`src/rtl/tt_seq_pkg.sv`:
```
// Shared types and helpers for the truth-table sequencer: FSM state encoding,
// vector geometry and the index-to-pin mapping.
package tt_seq_pkg;

  localparam int NUM_VEC = 16;
  localparam int IDX_W   = 4;

  typedef enum logic [1:0] {
    ST_IDLE   = 2'd0,
    ST_DRIVE  = 2'd1,
    ST_SAMPLE = 2'd2,
    ST_DONE   = 2'd3
  } state_t;

  // Result is packed as {a,b,c,d}; with msb_first clear, a takes idx[0].
  function automatic logic [3:0] idx_to_vec(input logic [IDX_W-1:0] i,
                                            input logic             msb_first);
    logic [3:0] v;
    if (msb_first) v = i;
    else           v = {i[0], i[1], i[2], i[3]};
    return v;
  endfunction

endpackage

```
`src/rtl/tt_dwell_cnt.sv`:
```
// Dwell timer for the sequencer: 8-bit counter with clear/enable and a
// terminal flag raised when the count reaches HOLD_CYC-1.
module tt_dwell_cnt #(
  parameter int unsigned HOLD_CYC = 10
) (
  input  logic i_clk,
  input  logic i_rst_n,
  input  logic i_clr,
  input  logic i_en,
  output logic o_term
);

  logic [7:0] r_cnt;

  always_ff @(posedge i_clk) begin
    if (!i_rst_n)  r_cnt <= '0;
    else if (i_clr) r_cnt <= '0;
    else if (i_en)  r_cnt <= r_cnt + 8'd1;
  end

  assign o_term = (r_cnt == 8'(HOLD_CYC - 1));

endmodule

```
`src/rtl/tt_seq.sv`:
```
// Truth-table sequencer: sweeps all 16 input vectors onto a,b,c,d and captures
// the downstream response y into tt. Optional expected-table checking is
// enabled by defining TT_SEQ_CHECK_EN.
module tt_seq
  import tt_seq_pkg::*;
#(
  parameter int unsigned HOLD_CYC  = 10,
  parameter int unsigned MSB_FIRST = 1
) (
  input  logic               clk,
  input  logic               rst_n,
  input  logic               start,
  input  logic               y,
`ifdef TT_SEQ_CHECK_EN
  input  logic [NUM_VEC-1:0] exp_tt,
  output logic               mismatch,
  output logic [IDX_W-1:0]   fail_idx,
`endif
  output logic               a,
  output logic               b,
  output logic               c,
  output logic               d,
  output logic               busy,
  output logic               done,
  output logic [NUM_VEC-1:0] tt,
  output logic [IDX_W-1:0]   idx
);

  localparam logic LP_MSB = (MSB_FIRST != 0);

  state_t             r_state;
  state_t             w_next;
  logic [IDX_W-1:0]   r_idx;
  logic [IDX_W-1:0]   w_idx_inc;
  logic [NUM_VEC-1:0] r_tt;
  logic [3:0]         r_vec;

  logic w_term;
  logic w_accept;
  logic w_capture;
  logic w_last;
  logic w_cnt_clr;
  logic w_cnt_en;

  assign w_idx_inc = r_idx + IDX_W'(1);
  assign w_last    = (r_idx == IDX_W'(NUM_VEC - 1));

  tt_dwell_cnt #(
    .HOLD_CYC (HOLD_CYC)
  ) u_dwell (
    .i_clk   (clk),
    .i_rst_n (rst_n),
    .i_clr   (w_cnt_clr),
    .i_en    (w_cnt_en),
    .o_term  (w_term)
  );

  always_ff @(posedge clk) begin
    if (!rst_n) r_state <= ST_IDLE;
    else        r_state <= w_next;
  end

  always_comb begin
    w_next = r_state;
    case (r_state)
      ST_IDLE,
      ST_DONE:   if (start) w_next = ST_DRIVE;
      ST_DRIVE:  if (w_term) w_next = ST_SAMPLE;
      ST_SAMPLE: w_next = w_last ? ST_DONE : ST_DRIVE;
      default:   w_next = ST_IDLE;
    endcase
  end

  always_comb begin
    w_accept  = 1'b0;
    w_capture = 1'b0;
    w_cnt_en  = 1'b0;
    busy      = 1'b0;
    done      = 1'b0;
    case (r_state)
      ST_IDLE:   w_accept = start;
      ST_DONE:   begin
        w_accept = start;
        done     = 1'b1;
      end
      ST_DRIVE:  begin
        w_cnt_en = !w_term;
        busy     = 1'b1;
      end
      ST_SAMPLE: begin
        w_capture = 1'b1;
        busy      = 1'b1;
      end
      default:   ;
    endcase
    w_cnt_clr = w_accept || (w_capture && !w_last);
  end

  // Vector, index and table advance together so a,b,c,d always reflect idx.
  always_ff @(posedge clk) begin
    if (!rst_n) begin
      r_idx <= '0;
      r_tt  <= '0;
      r_vec <= '0;
    end else if (w_accept) begin
      r_idx <= '0;
      r_tt  <= '0;
      r_vec <= idx_to_vec('0, LP_MSB);
    end else if (w_capture) begin
      r_tt[r_idx] <= y;
      if (!w_last) begin
        r_idx <= w_idx_inc;
        r_vec <= idx_to_vec(w_idx_inc, LP_MSB);
      end
    end
  end

`ifdef TT_SEQ_CHECK_EN
  logic [NUM_VEC-1:0] r_exp_tt;
  logic               r_mismatch;
  logic [IDX_W-1:0]   r_fail_idx;

  // Only the first disagreeing vector is recorded.
  always_ff @(posedge clk) begin
    if (!rst_n) begin
      r_exp_tt   <= '0;
      r_mismatch <= 1'b0;
      r_fail_idx <= '0;
    end else if (w_accept) begin
      r_exp_tt   <= exp_tt;
      r_mismatch <= 1'b0;
      r_fail_idx <= '0;
    end else if (w_capture && !r_mismatch && (y != r_exp_tt[r_idx])) begin
      r_mismatch <= 1'b1;
      r_fail_idx <= r_idx;
    end
  end

  assign mismatch = r_mismatch;
  assign fail_idx = r_fail_idx;
`endif

  assign {a, b, c, d} = r_vec;
  assign tt           = r_tt;
  assign idx          = r_idx;

endmodule
```
`config.mk`:
```
export PLATFORM = sky130hd
export DESIGN_NAME = tt_seq
export DESIGN_NICKNAME = d
export VERILOG_FILES = /design/src/rtl/tt_seq_pkg.sv /design/src/rtl/tt_dwell_cnt.sv /design/src/rtl/tt_seq.sv
export SDC_FILE = /design/constraint.sdc
export NUM_CORES = 1
export LEC_CHECK = 0
export CAP_MARGIN = 20
export CORE_MARGIN = 2
export CORE_UTILIZATION = 55
export DETAILED_ROUTE_END_ITERATION = 7
export PLACE_DENSITY = 0.83
export SLEW_MARGIN = 20
export SYNTH_ARGS = -nofsm -noshare
export SYNTH_HDL_FRONTEND = slang
export SYNTH_SLANG_ARGS = --single-unit
```
`constraint.sdc`:
```
create_clock -name clk -period 3.26 [get_ports clk]
set_clock_uncertainty 0.05 [all_clocks]
set_input_delay 0.815 -clock clk [delete_from_list [all_inputs] [get_ports clk]]
set_output_delay 0.815 -clock clk [all_outputs]
set_load 0.005 [all_outputs]
```
---- Word-level counts from Yosys, hierarchy flattened ----
Cells that the tools add are included.
storage, ports and cells
  bits of input ports ..................... 4
  register bits after elaboration ......... 30
  output and inout port bits .............. 26
  logic and storage cells ................. 41
operators by class
  bitwise operators ....................... 2
  eq/ne operators ......................... 7
  mux-type cells .......................... 12
  $add $sub $neg .......................... 2
  reduce and logical (&&, ||, !) cells .... 12
  order comparisons ....................... 2
operator list
  kind                   count
  $bwmux W16             1
  $add A8 B1 Y8 const B  1
  $eq A8 B4 Y1 const B   1
  $reduce_or A2 Y1       4
  $mux W1                6
  $mux W2                3
  $pmux W2 S3            1
  $lt A4 B5 Y1 const B   1
  $add A4 B1 Y4 const B  1
  $demux W1 S4           1
  $eq A2 B2 Y1 const B   2
  $eq A4 B4 Y1 const B   1
  $ge A4 B1 Y1 const B   1
  $reduce_and A2 Y1      2
  $eq A2 B1 Y1 const B   1
  $logic_and A1 B1 Y1    2
  $logic_not A1 Y1       2
  $logic_not A2 Y1       1
  $ne A2 B1 Y1 const B   1
  $ne A2 B2 Y1 const B   1
  $not A1 Y1             2
  $logic_or A1 B1 Y1     1

---- Depth between registers and ports, before layout ----
Gate-level depths: netlist of run 1.
  word-level depth ........................ 5
  depth in mapped cells ................... 7
  mapped depth without buffers ............ 5

---- Modules after synthesis ----
From an unflattened synthesis of run 1, not the netlist that was laid out.
unflattened totals
  cells, all modules ...................... 173
  area, all modules ....................... 1512.7 um^2
modules (own cells, without submodules)
  module        sequential area each (um^2)  cells an instance  times used  area an instance (um^2)
  tt_seq        440.4                        130                1           1141.1
  tt_dwell_cnt  160.2                        43                 1           371.6

---- Worst setup path after synthesis of run 1 ----
Ideal clock, no wire load.
  kind .................................... register -> output
  start ................................... reg r_state[0]
  end ..................................... out busy
  buffers on the path ..................... 0
  setup slack ............................. 1.597 ns
  stages on the path, launching flop included .. 4
  data arrival time ....................... 0.798 ns
  data required time ...................... 2.395 ns
  cells stage by stage .................... dfxtp_1 > inv_1 > ha_1 > inv_1
on the way
  word-level cells in the longest chain between the ends .. 3
  elaborated cells between the ends (all ways) .. 4
  classes of those cells .................. eq/ne (2); mux (1); reduce/logical (1)
RTL lines
  element                                              line          source
  from (decl)                                          tt_seq.sv:31  state_t r_state;
  from (signal assigned)                               tt_seq.sv:60  else r_state <= w_next;
  $eq A2 B1 Y1 / $eq A2 B2 Y1 (equally long branches)  tt_seq.sv:80  case (r_state)
  $reduce_or A2 Y1 (no source line) (*)                n/a
  $mux W1 (*)                                          tt_seq.sv:80
  to (decl)                                            tt_seq.sv:23  output logic busy,
Every way passes the cells marked *; elsewhere a longest branch is shown, timed or not.

---- Worst setup path after layout of run 1 ----
Ends and elaborated chain as after synthesis.

==> summary.txt, run 1 <==
Clock tree
  • CTS root buf: clkbuf_4
  • TritonCTS clock tree: done
  • Clk sinks: 30
  • Total CTS buffers: 5
  • Clock transition at path regs: 0.09 ns
  • Post-CTS Setup Bufs: 0
  • Post-cts sizing count: 0
  • H-tree depth: 2
  • Hold buffer count at cts: 0
  • Latest clock arrival within the worst-skew pair: 0.33 ns
  • Clock tree buffer depth: 2

Critical path
  • CP arrival: 1.71 ns
  • Kind of end point of the critical path: output pin
  • Crit path max fanout: 5
  • CP max-delay cell: clkdlybuf4s50_1
  • Critical Path Start Type: register
  • Critical Path Max Stage Delay: 0.50 ns
  • CP dominant cell by count: inv_1
  • Worst setup path class: reg -> out
  • CP Buf/Inv Count: 3
  • CP top delay family: buffers and inverters
  • Worst EP required: 2.39 ns
  • CP Cell Sequence: inv_1 > ha_1 > inv_1 > clkdlybuf4s50_1

Synth
  • Synth top cells by count: 30 x dfxtp_1, 15 x nor2_1, 13 x a21oi_1, 13 x mux2i_1, 10 x nand4_1
  • Mapped Area: 1580 µm²
  • Average size of a mapped cell: 9.21 µm²
  • Synth area leader: dfxtp_1
  • Most frequent cell after synthesis: dfxtp_1
  • Async SR Flop Fraction: 0%
  • #FFs+latches synth: 30
  • Synth unique cells: 40
  • Post-synth top area share: 38.1%
  • Post-synth EDFFs: 0
  • Synth area leaders: dfxtp_1 38%, mux2i_1 8.3%, ha_1 7.1%, nand4b_1 4.4%, a21oi_1 4.1%
  • Syn. warnings: 0
  • Sequential fraction of the synthesis area: 38.1%
  • Synth Flop Type: dfxtp_1
  • Mapped Cells: 171
  • Syn Nets: 184

Finish
  • Antenna cells: 0
  • Final cell count without fillers: 226
  • Post-layout util: 69.6%
  • Share of cells above drive strength 1: 9.74%
  • P&R area growth vs syn: 20.8%
  • NumNets Final: 207

Floorplan
  • Initial Util: 57.6%
  • Height of the die: 57.5 µm
  • Num rows: 19
  • Die ar.: 3310 µm²
  • Die W: 57.5 µm
  • CORE AREA: 2730 µm²
  • I/O pin count: 30

Pwr
  • P_leak: 0.736 nW
  • Overall Power: 0.709 mW
  • Power Dens Cells: 373 nW/µm²
  • Worst IR Drop VDD: 0.349 mV

Route
  • WL per Instance: 14.2 µm
  • Vias: 1327
  • DR pass1 iterations: 4
  • Vias/cell: 5.87
  • Remaining DRCs: 0
  • Final antenna-violating net count: 0
  • Final wirelength: 3.21 mm
  • First DRT Iteration DRCs: 36

STA
  • Slew HR: 60.8%
  • Fin. Hold Viols: 0
  • Final setup viols: 0
  • Slew Viols, Final: 0
  • Fin crit share: 78.8%
  • Worst hold slack: 0.437 ns
  • Setup_tns: 0 ns
  • RSZ-0062 raised after global routing: false
  • Shortest period the worst path allows: 2.57 ns
  • Fmax: 0.389 GHz
  • Worst slew pin tran: 0.587 ns

Placed design
  • IO Port Bufs: 29
  • DP Cell Count: 218
  • GP Congestion: 0.821
  • Post-DP HPWL: 2.28 mm

Global route
  • First-pass GRT wire length: 5.52 mm
  • Vias in the first global route: 1295
  • Global route overflow: 0
  • Largest net degree at the start of global routing: 22
  • GRT Resource Usage Total: 21.6%
  • Initial antenna violation count: 0

Min path
  • Worst Hold Class: reg -> reg

Run status
  • Status: completed

Job
  • Max_cap viols: 0
-- placed cells by master, fill, tap and decap left out, types with 2 or more instances in the layout --
| cell type | Yosys | final |
|---|---|---|
| nand3_1 | 6 | 6 |
| ha_1 | 9 | 9 |
| a211o_1 | 2 | 2 |
| nor2_1 | 15 | 15 |
| o21ai_0 | 9 | 9 |
| or3_1 | 3 | 3 |
| nand2_1 | 9 | 9 |
| clkinv_2 | 0 | 2 |
| inv_1 | 7 | 7 |
| dfxtp_1 | 30 | 30 |
| xor2_1 | 2 | 2 |
| mux2i_1 | 13 | 13 |
| clkdlybuf4s50_1 | 0 | 29 |
| clkbuf_4 | 0 | 5 |
| nand4b_1 | 8 | 8 |
| nand4_1 | 10 | 10 |
| a21oi_1 | 13 | 13 |
-- stage by stage --
| step | setup WS (ns) | area [µm²] |
|---|---|---|
| 2_1_floorplan | 1.60 | 1580 |
| 3_3_place_gp | 1.03 | 1830 |
| 3_5_place_dp | 0.985 | 1830 |
| 4_1_cts | 0.679 | 1900 |
| 5_1_grt | 0.572 | 1900 |
| 6_report | 0.690 | 1900 |
-- worst register-to-register path, stage by stage, from the launching register on --
cell and delay [ns]:
dfxtp_1 0.36, inv_1 0.07, ha_1 0.36, a21bo_2 0.36, a211o_1 0.33, mux2i_1 0.11
-- worst paths after layout --
path	from	to	slack [ns]	depth (start not counted)
hold reg to reg	tt[0]	tt[0]	0.44	2
setup / recovery	r_state[0]	busy	0.69	4
setup reg to reg	r_state[0]	u_dwell.r_cnt[0]	1.55	5
hold / removal	tt[0]	tt[0]	0.44	2
-- cell type report --
| cell class | count | area (µm²) |
|---|---|---|
| clock buffer | 5 | 37.5 |
| multi-input combinational | 120 | 862 |
| fill | 213 | 831 |
| inverter | 7 | 26.3 |
| sequential | 30 | 601 |
| timing repair buffer | 30 | 298 |
| tap | 31 | 38.8 |
| clock inverter | 3 | 40.0 |
-- report_power, final --
group          internal (mW)  switching, mW  total, mW
logic                 0.0188         0.0269     0.0458
clock network          0.159          0.131      0.289
registers              0.370        0.00408      0.374
total                  0.547          0.162      0.709
-- sequential cells by signal, summed over array words and instances (netlist names) --
name,flops
tt,16
u_dwell.r_cnt,8
r_state,2
r_vec,4
-- per-layer routing --
metal	track usage, %	up-vias	share of wire (%)
met5	0	-	0
met4	13.3	0	0.97
met3	6.35	6	5.2
met2	34.6	36	49
met1	25.2	624	44
li1	-	661	-
-- cell families (layout without fill, tap and decap cells) --
kind of cell	Yosys count	in the layout	share of synthesized area, %
buffers and inverters	21	45	7.15
AOI/OAI and AO/OA	36	36	15.7
and+or+nand+nor	60	60	22.5
DFF	30	30	38.1
xor gates and xnor gates	2	2	1.11
muxes	13	13	8.26
adders and majority gates	9	9	7.15
Note: power is estimated with default switching activity, not from simulation.
==> run 2: changes to the inputs <==
CORE_UTILIZATION = 51   (was 55)
PLACE_DENSITY = 0.78   (was 0.83)
clock period = 2.65 ns   (was 3.26 ns; I/O delays follow)
==> run 2 against run 1 <==
Net effect:
- largest power group unchanged
- critical path type unchanged
- critical path depth is the same
- routed wire length is 7.9% higher
- clock power up 26%
- global-route usage about the same
- count of clock-buffer cells in the layout is the same
- sequential cell count did not move
- non-clock buffer count increased by 1
- power rose by 24%
==> summary.txt, run 2 (same netlist as run 1, synthesis figures left out) <==
Placed design
  • Post-DP HPWL: 2.38 mm (+4.3%)
  • IO Port Bufs: 29 (unchanged)
  • DP Cell Count: 221 (+1.4%)
  • Placed cell area: 1840 µm² (+0.55%)
  • GP Congestion: 0.796 (-3.0%)

Clock tree
  • Clock transition at path regs: 0.10 ns (about the same)
  • Hold buffer count at cts: 0 (unchanged)
  • Total CTS buffers: 5 (unchanged)
  • Latest clock arrival within the worst-skew pair: 0.33 ns (about the same)
  • Post-CTS Setup Bufs: 0 (unchanged)
  • Post-cts sizing count: 0 (unchanged)
  • Clock tree buffer depth: 2 (unchanged)
  • CTS root buf: clkbuf_4
  • TritonCTS clock tree: done
  • Clk sinks: 30 (unchanged)
  • H-tree depth: 2 (unchanged)

Floorplan
  • Die ar.: 3550 µm² (+7.3%)
  • I/O pin count: 30 (unchanged)
  • Die W: 59.6 µm (+3.6%)
  • CORE AREA: 3000 µm² (+9.8%)
  • Height of the die: 59.6 µm (+3.6%)
  • Initial Util: 52.5% (-5.2 points)
  • Num rows: 20 (+1)

Global route
  • Global route overflow: 0 (unchanged)
  • Largest net degree at the start of global routing: 22 (unchanged)
  • First-pass GRT wire length: 5.82 mm (+5.5%)
  • Vias in the first global route: 1298 (+0.23%)
  • Initial antenna violation count: 0 (unchanged)
  • GRT Resource Usage Total: 21.6% (+0.032 points)

Route
  • WL per Instance: 15.1 µm (+6.5%)
  • Final wirelength: 3.46 mm (+7.9%)
  • Vias: 1321 (-0.45%)
  • Vias/cell: 5.77 (-1.8%)
  • Remaining DRCs: 0 (unchanged)
  • DR pass1 iterations: 6 (+2)
  • Final antenna-violating net count: 0 (unchanged)
  • First DRT Iteration DRCs: 34 (-5.6%)

Critical path
  • CP dominant cell by count: inv_1
  • Worst EP required: 1.94 ns (-0.45 ns)
  • Worst setup path class: reg -> out
  • Kind of end point of the critical path: output pin
  • CP top delay family: buffers and inverters
  • CP arrival: 1.70 ns (about the same)
  • Crit path max fanout: 5 (unchanged)
  • Critical Path Start Type: register
  • CP max-delay cell: clkdlybuf4s50_1
  • CP Cell Sequence: inv_1 > ha_1 > inv_1 > clkdlybuf4s50_1
  • CP Buf/Inv Count: 3 (unchanged)
  • Critical Path Max Stage Delay: 0.49 ns (about the same)

Finish
  • P&R area growth vs syn: 21.4%
  • Most frequent cells in the layout: 30 x dfxtp_1, 29 x clkdlybuf4s50_1, 15 x nor2_1
  • Post-layout util: 63.7% (-5.9 points)
  • Final cell count without fillers: 229 (+1.3%)
  • Commonest non-fill, non-tap cell in the layout: dfxtp_1
  • Non-Filler Cell Area, Final: 1910 µm² (+0.53%)
  • NumNets Final: 208 (+0.48%)
  • Max reg flops: 16 (unchanged)
  • Fillers: 263 (+23%)
  • Antenna cells: 0 (unchanged)
  • Share of cells above drive strength 1: 10.2% (+0.46 points)

STA
  • Shortest period the worst path allows: 2.41 ns
  • Slew Viols, Final: 0 (unchanged)
  • Fin. Hold Viols: 0 (unchanged)
  • Setup_tns: 0 ns (unchanged)
  • RSZ-0062 raised after global routing: false
  • Worst slew pin tran: 0.570 ns (-0.0171 ns)
  • Slew HR: 61.9% (+1.1 points)
  • Final setup viols: 0 (unchanged)
  • Fin crit share: 90.9%
  • Fmax: 0.415 GHz

Min path
  • Worst Hold Class: reg -> reg

Run status
  • Status: completed

Pwr
  • Overall Power: 0.880 mW (+24%)
  • Power Dens Cells: 460 nW/µm² (+23%)
  • P_leak: 0.742 nW (+0.74%)
  • Worst IR Drop VDD: 0.420 mV (+20%)

Job
  • Max_cap viols: 0 (unchanged)
## run 2: worst paths after layout
path / startpoint / to / slack (ns) / depth (start not counted)
worst max-delay path: r_state[0] / busy / 0.24 / 4
worst min-delay path: tt[1] / tt[1] / 0.43 / 2
worst min register to register: tt[1] / tt[1] / 0.43 / 2
worst max register to register: r_state[0] / u_dwell.r_cnt[1] / 0.91 / 5
## run 2: cell type report
cell class | instances | area [µm²] | share of cell area (%)
Inverter | 7 | 26.3 | 1.37
Timing Repair Buffer | 31 | 305 | 16.0
Clock buffer | 5 | 37.5 | 1.96
Tap cell | 33 | 41.3 | 2.16
Multi-Input combinational cell | 120 | 862 | 45.1
Clock inverter | 3 | 40.0 | 2.09
Sequential cell | 30 | 601 | 31.4
## run 2: through the flow
| stage | hold WS, ns | worst slack [ns] |
|---|---|---|
| floorplan | 0.419 | 1.14 |
| global placement | 0.418 | 0.569 |
| detailed placement | 0.421 | 0.505 |
| CTS | 0.435 | 0.232 |
| global route | 0.463 | 0.118 |
| finish | 0.434 | 0.240 |
## run 2: worst register-to-register path, stage by stage (launching register included)
cell and delay [ns]:
dfxtp_1 0.37, inv_1 0.07, ha_1 0.35, a21boi_0 0.44, o21ai_2 0.22, a211oi_2 0.18
## run 2: metal layers
layer | routed length [µm] | global-route usage (%) | vias to the layer above
li1 | - | - | 667
met1 | 1580 | 26.8 | 620
met2 | 1690 | 35.0 | 32
met3 | 169 | 7.86 | 2
met4 | 23 | 6.67 | 0
met5 | 0 | 0 | -
## run 2: where the power goes
| part | internal [mW] | switching [mW] | total (mW) |
|---|---|---|---|
| logic | 0.0231 | 0.0333 | 0.0564 |
| registers | 0.455 | 0.00493 | 0.460 |
| clock network | 0.195 | 0.168 | 0.363 |
| total | 0.673 | 0.206 | 0.880 |
==> run 3: changes to the inputs <==
PLACE_DENSITY = 0.81   (was 0.78)
==> run 3 against run 2 <==
Net effect:
- clock power is 21% lower
- sequential share of layout area rose by 0.42 points
- register-to-register slack improved by 0.04 ns
- global-route usage shrank 1.9 points
- via count down 0.23%
- utilization decreased by 0.83 points
- fmax is 0.30% higher
- routed wire length decreased by 9.5%
- worst setup slack better by 0.0072 ns
- power is 8.9% lower
- hold slack improved by 0.0057 ns
==> summary.txt, run 3 (same netlist as run 1, synthesis figures left out) <==
Run status
  • Status: completed

Placed design
  • IO Port Bufs: 29 (unchanged)
  • Post-DP HPWL: 2.21 mm (-6.8%)
  • Placed cell area: 1830 µm² (-0.41%)
  • GP Congestion: 0.805 (+1.2%)

STA
  • RSZ-0062 raised after global routing: false
  • Slew Viols, Final: 0 (unchanged)
  • Fmax: 0.416 GHz (+0.30%)
  • Worst slew pin tran: 0.624 ns (+0.0536 ns)
  • Slew HR: 58.3% (-3.6 points)
  • Final setup viols: 0 (unchanged)
  • Shortest period the worst path allows: 2.40 ns (-0.00719 ns)
  • Fin. Hold Viols: 0 (unchanged)
  • Fin crit share: 90.7% (-0.27 points)
  • Setup_tns: 0 ns (unchanged)

Finish
  • Max reg flops: 16 (unchanged)
  • Most frequent cells in the layout: 30 x dfxtp_1, 29 x clkdlybuf4s50_1, 15 x nor2_1
  • Commonest non-fill, non-tap cell in the layout: dfxtp_1
  • P&R area growth vs syn: 19.9%
  • NumNets Final: 207 (-0.48%)
  • Non-Filler Cell Area, Final: 1890 µm² (-1.3%)
  • Antenna cells: 0 (unchanged)
  • Share of cells above drive strength 1: 9.23% (-0.97 points)

Route
  • DR pass1 iterations: 4 (-2)
  • First DRT Iteration DRCs: 56 (+65%)
  • Remaining DRCs: 0 (unchanged)
  • Vias: 1318 (-0.23%)
  • Final wirelength: 3.13 mm (-9.5%)
  • Vias/cell: 5.78 (+0.21%)
  • Final antenna-violating net count: 0 (unchanged)
  • WL per Instance: 13.7 µm (-9.1%)

Clock tree
  • Post-cts sizing count: 0 (unchanged)
  • Total CTS buffers: 5 (unchanged)
  • Clock tree buffer depth: 2 (unchanged)
  • Hold buffer count at cts: 0 (unchanged)
  • Clock transition at path regs: 0.09 ns (about the same)
  • Clk sinks: 30 (unchanged)
  • TritonCTS clock tree: done
  • Latest clock arrival within the worst-skew pair: 0.33 ns (about the same)
  • CTS root buf: clkbuf_4
  • Post-CTS Setup Bufs: 0 (unchanged)
  • H-tree depth: 2 (unchanged)

Pwr
  • Switch Pwr: 0.195 mW (-5.7%)
  • Int Power: 0.606 mW (-9.9%)
  • Part of the power in combinational logic: 7.1% (+0.7 points)
  • Switching Share: 24.3% (+0.84 points)
  • Power Dens Cells: 424 nW/µm² (-7.7%)
  • P_leak: 0.727 nW (-2.0%)
  • Sequential share of power: 57.4% (+5.1 points)
  • Power share of the clock group: 35.5% (-5.8 points)
  • Worst IR Drop VDD: 0.329 mV (-22%)

Critical path
  • CP dominant cell by count: inv_1
  • Critical Path Start Type: register
  • Crit path max fanout: 5 (unchanged)
  • CP Buf/Inv Count: 3 (unchanged)
  • CP max-delay cell: clkdlybuf4s50_1
  • FF-to-FF path depth: 5 (unchanged)
  • Critical Path Max Stage Delay: 0.49 ns (about the same)
  • CP arrival: 1.69 ns (about the same)
  • CP top delay family: buffers and inverters
  • Worst EP required: 1.94 ns (about the same)
  • CP Cell Sequence: inv_1 > ha_1 > inv_1 > clkdlybuf4s50_1
  • Kind of end point of the critical path: output pin
  • Worst setup path class: reg -> out
  • Critical Path Stages: 4 (unchanged)

Job
  • Max_cap viols: 0 (unchanged)

Floorplan
  • Initial Util: 52.5% (unchanged)
  • Num rows: 20 (unchanged)
  • Height of the die: 59.6 µm (unchanged)
  • Die W: 59.6 µm (unchanged)
  • CORE AREA: 3000 µm² (unchanged)
  • I/O pin count: 30 (unchanged)
  • Die ar.: 3550 µm² (unchanged)

Min path
  • Hold path cells: 2 (unchanged)
  • Worst Hold Class: reg -> reg

Global route
  • First-pass GRT wire length: 5.33 mm (-8.4%)
  • Initial antenna violation count: 0 (unchanged)
  • Global route overflow: 0 (unchanged)
  • Largest net degree at the start of global routing: 22 (unchanged)
  • Vias in the first global route: 1208 (-6.9%)
  • GRT Resource Usage Total: 19.7% (-1.9 points)
[run 3: final cells by class]
class / count / area (µm²)
repair buffers: 30 / 298
clock inverters: 1 / 5.00
well taps: 33 / 41.3
fillers: 262 / 1110
flip-flops and latches: 30 / 601
inverters: 7 / 26.3
multi-input cells: 120 / 862
clock buffers: 7 / 55.1
[run 3: worst paths after layout]
path | start | end | slack, ns
setup / recovery | r_state[0] | busy | 0.25
hold / removal | tt[2] | tt[2] | 0.44
setup reg to reg | r_state[0] | u_dwell.r_cnt[1] | 0.95
hold reg to reg | tt[2] | tt[2] | 0.44
[run 3: through the flow]
step	setup WS [ns]	hold WS, ns	util (%)	power, mW	std cells
after floorplan	1.14	0.419	-	0.512	171
after global placement	0.567	0.419	60.9	0.524	220
after detailed placement	0.520	0.425	60.9	0.527	220
after CTS	0.240	0.441	62.9	0.803	228
after global routing	0.144	0.455	62.9	0.827	228
final	0.247	0.440	62.9	0.801	228
[run 3: metal layers]
layer  GRT usage [%]  share of wire [%]  up-vias
li1                -                  -      661
met5               0                  0        -
met2            29.7                 45       35
met1            25.7                 48      615
met4            10.5                1.5        0
met3            5.24                5.5        7
[run 3: worst reg2reg max path: stages (launching register included)]
cell and delay [ns]:
dfxtp_1 0.36, inv_1 0.07, ha_1 0.35, a21boi_0 0.42
o21ai_2 0.21, a211oi_2 0.17
[run 3: power by group through the flow]
stage / sequential, mW / combinational [mW] / clock [mW]
4_1_cts: 0.460 / 0.0565 / 0.286
3_5_place_dp: 0.470 / 0.0563 / 0
3_3_place_gp: 0.470 / 0.0537 / 0
6_report: 0.460 / 0.0567 / 0.285
2_1_floorplan: 0.469 / 0.0431 / 0
5_1_grt: 0.461 / 0.0626 / 0.303
